$ cat config.mk
export PLATFORM = sky130hd
export DESIGN_NAME = sha256_block_ctrl
export DESIGN_NICKNAME = d
export VERILOG_FILES = /design/src/rtl/sha256_block_ctrl.sv
export SDC_FILE = /design/constraint.sdc
export NUM_CORES = 1
export LEC_CHECK = 0
export ABC_AREA = 1
export BUFFER_PORTS_ARGS = -buffer_cell sky130_fd_sc_hd__buf_2
export CELL_PAD_IN_SITES_DETAIL_PLACEMENT = 0
export CELL_PAD_IN_SITES_GLOBAL_PLACEMENT = 1
export CORE_ASPECT_RATIO = 0.8
export CORE_UTILIZATION = 31
export CTS_BUF_LIST = sky130_fd_sc_hd__clkbuf_16
export DETAILED_ROUTE_END_ITERATION = 12
export HOLD_SLACK_MARGIN = 0.08
export PLACE_DENSITY = 0.84
export RECOVER_POWER = 25
export SLEW_MARGIN = 10
export SYNTH_ARGS = -nofsm -noshare
export SYNTH_HDL_FRONTEND = slang
export SYNTH_SLANG_ARGS = --single-unit
$ cat constraint.sdc
create_clock -name clk_i -period 1 [get_ports clk_i]
set_input_delay 0.2 -clock clk_i [delete_from_list [all_inputs] [get_ports clk_i]]
set_output_delay 0.2 -clock clk_i [all_outputs]
set_load 0.01 [all_outputs]
$ cat src/rtl/sha256_block_ctrl.sv
// ----------------------------------------------------------------------------
// sha256_block_ctrl
//
// Sequencing controller for one SHA-256 hash core. Accepts a 512-bit block
// via a valid/ready handshake (the data itself stays on the datapath bus).
// It then loads the message scheduler and working variables, steps the
// compression rounds, and issues the feed-forward strobe. After the last
// block of a message it holds digest-valid until the consumer takes it.
// This module owns no data; it drives control only.
//
// Parameters:
//   ROUNDS  compression rounds per block (>= 2)
//   CNT_W   round counter width, 2**CNT_W >= ROUNDS
//
// Ports:
//   clk_i         clock
//   reset_i       asynchronous active-high reset
//   v_i           block valid
//   first_i       block is first of a message (sampled on acceptance)
//   last_i        block is last of a message (sampled on acceptance)
//   ready_o       controller can accept a block
//   sched_load_o  one-cycle pulse, message scheduler latches the block
//   work_load_o   working vars a..h <- H (or IV with init_hash_o)
//   init_hash_o   with work_load_o: H <- IV and a..h <- IV
//   round_en_o    compression round advances, Wt valid
//   round_o       current round index t (0 outside the ROUND state)
//   ff_o          feed-forward strobe, H <- H + a..h
//   v_o           digest in H is final
//   yumi_i        consumer takes the digest
//   busy_o        controller is not idle
//   err_o         one-cycle pulse: non-first block with no message open
// ----------------------------------------------------------------------------
module sha256_block_ctrl #(
  parameter int ROUNDS = 64,
  parameter int CNT_W  = 6
) (
  input  logic             clk_i,
  input  logic             reset_i,
  input  logic             v_i,
  input  logic             first_i,
  input  logic             last_i,
  output logic             ready_o,
  output logic             sched_load_o,
  output logic             work_load_o,
  output logic             init_hash_o,
  output logic             round_en_o,
  output logic [CNT_W-1:0] round_o,
  output logic             ff_o,
  output logic             v_o,
  input  logic             yumi_i,
  output logic             busy_o,
  output logic             err_o
);

  typedef enum logic [2:0] {
    S_IDLE,
    S_LOAD,
    S_ROUND,
    S_FF,
    S_DONE
  } state_t;

  localparam logic [CNT_W-1:0] LAST_RND = CNT_W'(ROUNDS - 1);

  state_t           r_state, w_state_next;
  logic [CNT_W-1:0] r_cnt, w_cnt_next;
  logic             r_first, w_first_next;
  logic             r_last, w_last_next;
  logic             r_msg_active, w_msg_active_next;

  logic             w_ready;
  logic             w_sched_load;
  logic             w_work_load;
  logic             w_init_hash;
  logic             w_round_en;
  logic [CNT_W-1:0] w_round;
  logic             w_ff;
  logic             w_v;
  logic             w_err;

  always_ff @(posedge clk_i or posedge reset_i) begin
    if (reset_i) begin
      r_state      <= S_IDLE;
      r_cnt        <= '0;
      r_first      <= 1'b0;
      r_last       <= 1'b0;
      r_msg_active <= 1'b0;
    end else begin
      r_state      <= w_state_next;
      r_cnt        <= w_cnt_next;
      r_first      <= w_first_next;
      r_last       <= w_last_next;
      r_msg_active <= w_msg_active_next;
    end
  end

  // Strobes decode from r_state only; v_i/yumi_i affect next state only.
  always_comb begin
    w_state_next      = r_state;
    w_cnt_next        = r_cnt;
    w_first_next      = r_first;
    w_last_next       = r_last;
    w_msg_active_next = r_msg_active;
    w_ready           = 1'b0;
    w_sched_load      = 1'b0;
    w_work_load       = 1'b0;
    w_init_hash       = 1'b0;
    w_round_en        = 1'b0;
    w_round           = '0;
    w_ff              = 1'b0;
    w_v               = 1'b0;
    w_err             = 1'b0;

    case (r_state)
      S_IDLE: begin
        w_ready = 1'b1;
        if (v_i) begin
          w_first_next = first_i;
          w_last_next  = last_i;
          w_state_next = S_LOAD;
        end
      end

      S_LOAD: begin
        w_sched_load = 1'b1;
        w_work_load  = 1'b1;
        // A non-first block with no open message is still hashed from IV,
        // but flagged. A first block during an open message restarts it.
        w_init_hash       = r_first | ~r_msg_active;
        w_err             = ~r_first & ~r_msg_active;
        w_msg_active_next = 1'b1;
        w_cnt_next        = '0;
        w_state_next      = S_ROUND;
      end

      S_ROUND: begin
        w_round_en = 1'b1;
        w_round    = r_cnt;
        if (r_cnt == LAST_RND) begin
          w_cnt_next   = '0;
          w_state_next = S_FF;
        end else begin
          w_cnt_next = r_cnt + CNT_W'(1);
        end
      end

      S_FF: begin
        w_ff = 1'b1;
        if (r_last) begin
          w_msg_active_next = 1'b0;
          w_state_next      = S_DONE;
        end else begin
          w_state_next = S_IDLE;
        end
      end

      S_DONE: begin
        w_v = 1'b1;
        if (yumi_i) begin
          w_state_next = S_IDLE;
        end
      end

      default: begin
        w_state_next = S_IDLE;
      end
    endcase
  end

  // ready is withheld while reset is held, even though the state reads IDLE.
  assign ready_o      = w_ready & ~reset_i;
  assign sched_load_o = w_sched_load;
  assign work_load_o  = w_work_load;
  assign init_hash_o  = w_init_hash;
  assign round_en_o   = w_round_en;
  assign round_o      = w_round;
  assign ff_o         = w_ff;
  assign v_o          = w_v;
  assign busy_o       = (r_state != S_IDLE);
  assign err_o        = w_err;

endmodule

After elaboration in Yosys (flattened, before gate mapping)
Index checks and enable logic that the tools add are counted.
- bits of input ports: 6
- logic and storage cells: 45
- output and inout port bits: 15
- register bits after elaboration: 12
- bitwise gates (word level): 6
- reduce and logical (&&, ||, !) cells: 7
- equality and inequality tests: 9
- mux-type cells: 17
- add/sub/neg operators: 1
- operator list (operator ; number):
    3-bit case mux with 5 select lines ; 1
    3-bit two-way mux ; 4
    6-bit two-way mux ; 2
    6-bit case mux with 2 select lines ; 1
    1-bit two-way mux ; 8
    2-bit != test (second input constant) ; 4
    6-bit by 1-bit adder with 6-bit output (second input constant) ; 1
    3-bit by 2-bit equality test with 1-bit output (second input constant) ; 2
    6-bit equality test (second input constant) ; 1
    2-bit AND reduction ; 2
    2-bit nonzero test ; 2
    3-bit by 1-bit equality test with 1-bit output (second input constant) ; 1
    3-bit equality test (second input constant) ; 1
    3-bit logical NOT ; 1
    1-bit inverter ; 3
    3-bit AND reduction ; 1
    3-bit nonzero test ; 1
    1-bit AND ; 2
    1-bit case mux with 2 select lines ; 1
    1-bit OR ; 1

Longest topological paths before layout
- word-level depth: 3
- mapped depth: 6
- depth with buffers taken out: 6

Worst setup path after synthesis
Ideal clock, no wire load.
- path type: reg2out
- start: reg r_state[1]
- end: out err_o
- cell stages (with the launch flop): 4
- path buffers: 0
- arrival time: 930 ps
- data required time: 800 ps
- slack: -130 ps
- cell sequence: dfrtp_1 inv_2 nand3_2 nor3_1
- cells in the longest elaborated chain, start to end: 2
- RTL lines (item ; line ; text):
    start, declared ; 65 ; state_t r_state, w_state_next;
    start signal, assigned ; 89 ; r_state <= w_state_next;
    3-bit by 1-bit equality test with 1-bit output ; 114 ; case (r_state)
    1-bit two-way mux ; 114 ;
    end, declared ; 52 ; output logic err_o
No other way between the ends.

Final worst setup path
- start: reg r_state[2]
- end: out round_o[1]
- cells in the longest elaborated chain, start to end: 2
- RTL lines (item ; line ; text):
    3-bit by 2-bit equality test with 1-bit output ; 114 ;
    6-bit two-way mux ; 114 ;
    end, declared ; 47 ; output logic [CNT_W-1:0] round_o,
No other way between the ends.

==> results.cfg <==
[cts]
h-tree-depth = 1
cts_tree = done
clk_latency_ps = 240
cts_sinks = 12
clockBufferDepth = 2
clkSlewWorstSetupHoldPaths_ps = 50
clockRootBuffer = clkbuf_16
cts_buffers = 3

[run_status]
violations = setup timing
outcome = finished with violations

[synth]
yosysSeqAreaShare_pct = 43.40
yosysTopAreaCell = dfrtp_1
yosys_register_bits = 12
syn-num-nets = 99
synthDistinctLibCells = 20
avgSynthCellArea_sq_um = 7.521
syn-cell-area_sq_um = 691.9
synthCells = 92
synth_top_area_share_pct = 43.40
ys_top_cells_by_area = dfrtp_1 (43%), nand2_1 (11%), inv_1 (8.1%)
ys.warnings.count = 0

[worst_setup_path]
r2r_end = r_first$_DFFE_PP0P_
reg2reg_depth = 7
required_ps = 800
reg2reg_from = r_state[2]$_DFFE_PP0P_
max_stage_delay_ps = 440
reg2reg_slack_ps = -340
path_cells = nor2_4 > nand2_8 > nor2_2 > buf_2
crit_arrival_ps = 1220
endpoint = round_o[1]
cp-startpoint = r_state[2]$_DFFE_PP0P_
cp-start-kind = flop
cp_max_fo = 9
end_kind = primary output
critical_path.top_delay_family = flip-flops
critical_path_depth = 4
path_class = reg -> out
crit_path_top_delay_cell = dfrtp_1
worst-path-buf-inv = 1

[layout]
nets = 145
final_cell_mix = nand2_1 (20), buf_2 (17), buf_4 (15), inv_1 (13), dfrtp_1 (10)
area_growth_pct = 76.13
n_antenna_cell = 0
drive_above_1_share_pct = 55.47
final_common_cell = nand2_1
fin_area_sq_um = 1219

[floorplanning]
fp.dieW_um = 54.82
fp.dieH_um = 44.26
initial_core_util_pct = 34.65
ios = 21
dieArea_sq_um = 2426
rows = 14
coreArea_sq_um = 1997

[global_routing]
globalRoute.totalOverflow = 0
antenna_found_initial = 0
grt_pass1_wl_um = 3029
grt_pass1_vias = 661
grt_max_degree = 13
grt_usage_pct = 18.57

[sta]
tns_ps = -8053
relSlewSlack_pct = 81.08
fmax_mhz = 704.6
max_slew.worst_pin.slew_ps = 283.3
rsz0062_at_grt = true
fin_ws_ps = -419.3
fin_crit_sh_pct = 141.9
hold-worst-slack_ps = 199.6
period_minus_slack_ps = 1419
slew_viol_final = 0
setup-violations-final = 27
skew_ps = 1.172
finalHoldViolCount = 0

[routing]
drc = 0
ant_nets = 0
routed_via_density = 4.578
wl_per_cell_um = 12.44
drt_wl_total_um = 2003
dr.pass1.iters = 7
vias = 737
drt-initial-drc-count = 18

[place]
dpl.hpwl_um = 1304
dp_slack_ps = -168.8
place.gp.congestion = 0.7783
io_buffer_count = 20
place_area_sq_um = 955.9

[hold_path]
min_path_type = in -> reg

[power_and_ir_drop]
peakVddDrop_mv = 2.172
p_per_area_nw_per_um2 = 3207
leakagePower_nw = 0.6143

[job]
cap_viol_max_count = 0
==> metal layers <==
metal	up-vias	track usage, %	share of wire [%]
met4	0	9.231	1.9
met3	4	4.124	4.0
met2	16	30.60	50
li1	377	-	-
met5	-	0	0
met1	340	22.44	43
==> through the flow <==
step                      total power, mW  std cells  utilization, %
after floorplan                     1.832         92               -
after global placement              2.395        146           47.87
after detailed placement            2.460        146           47.87
after CTS                           3.615        157           57.33
after global routing                4.126        161           61.03
final                               3.909        161           61.03
==> how the worst min path moves through the flow <==
stage / from / to / slack (ps) / depth (start not counted)
floorplan: reset_i / r_cnt[0]$_DFFE_PP0P_ / 60 / 1
global placement: reset_i / r_last$_DFFE_PP0P_ / 250 / 2
detailed placement: reset_i / r_last$_DFFE_PP0P_ / 260 / 2
CTS: last_i / r_last$_DFFE_PP0P_ / 200 / 3
global route: last_i / r_last$_DFFE_PP0P_ / 220 / 3
finish: last_i / r_last$_DFFE_PP0P_ / 200 / 3
==> sequential cells by signal (all words and copies together) (netlist names) <==
| name | flops |
|---|---|
| r_cnt | 6 |
| r_state | 3 |
| r_first | 1 |
| r_last | 1 |
| r_msg_active | 1 |
==> cells by family (layout without fill, tap and decap cells) <==
group / count (synthesis) / count (layout) / share of synthesized area [%]
DFF: 12 / 12 / 43.40
xor gates and xnor gates: 1 / 1 / 1.266
and+or+nand+nor: 50 / 50 / 35.80
AOI/OAI and AO/OA: 8 / 8 / 6.329
adders and majority gates: 1 / 1 / 1.808
buffers and inverters: 20 / 65 / 11.39
==> power breakdown <==
| group | switching, mW | internal, mW | total [mW] |
|---|---|---|---|
| registers | 0.191 | 0.665 | 0.856 |
| logic | 1.17 | 1.12 | 2.30 |
| clock network | 0.229 | 0.528 | 0.757 |
| total | 1.59 | 2.32 | 3.91 |
==> cell type report <==
| type | count | area (sq um) |
|---|---|---|
| fillers | 172 | 778.2 |
| multi-input cells | 60 | 416.7 |
| repair buffers | 42 | 310.3 |
| flip-flops and latches | 12 | 302.8 |
| inverters | 19 | 80.08 |
| clock buffers | 3 | 75.07 |
| well taps | 24 | 30.03 |
| clock inverters | 1 | 3.754 |
==> tightest hold or removal path: stages <==
cell	delay (ps)
buf_2	90
inv_1	40
o21ai_0	70
==> synthesized netlist by cell type <==
master and number:
nand2_1 21, inv_1 15, dfrtp_1 12, nor2_1 11, nand3_1 7, inv_2 4
nor3_1 3, o21ai_1 3, a21oi_1 2, nand2_4 2, nand4_1 2, nor2_4 2
buf_4 1, ha_1 1, nand3_2 1, nor3_2 1, o21ai_0 1, o21bai_1 1
o22ai_1 1, xnor2_1 1
==> what timing repair did <==
item,CTS,global route
endpoints found under the hold margin,12,0
setup endpoints to repair,26,38
hold buffers,1,0
gates resized for setup,9,11
buffers inserted,6,4
gates cloned,0,0
pin swaps,4,7
(Power assumes the default switching activity.)
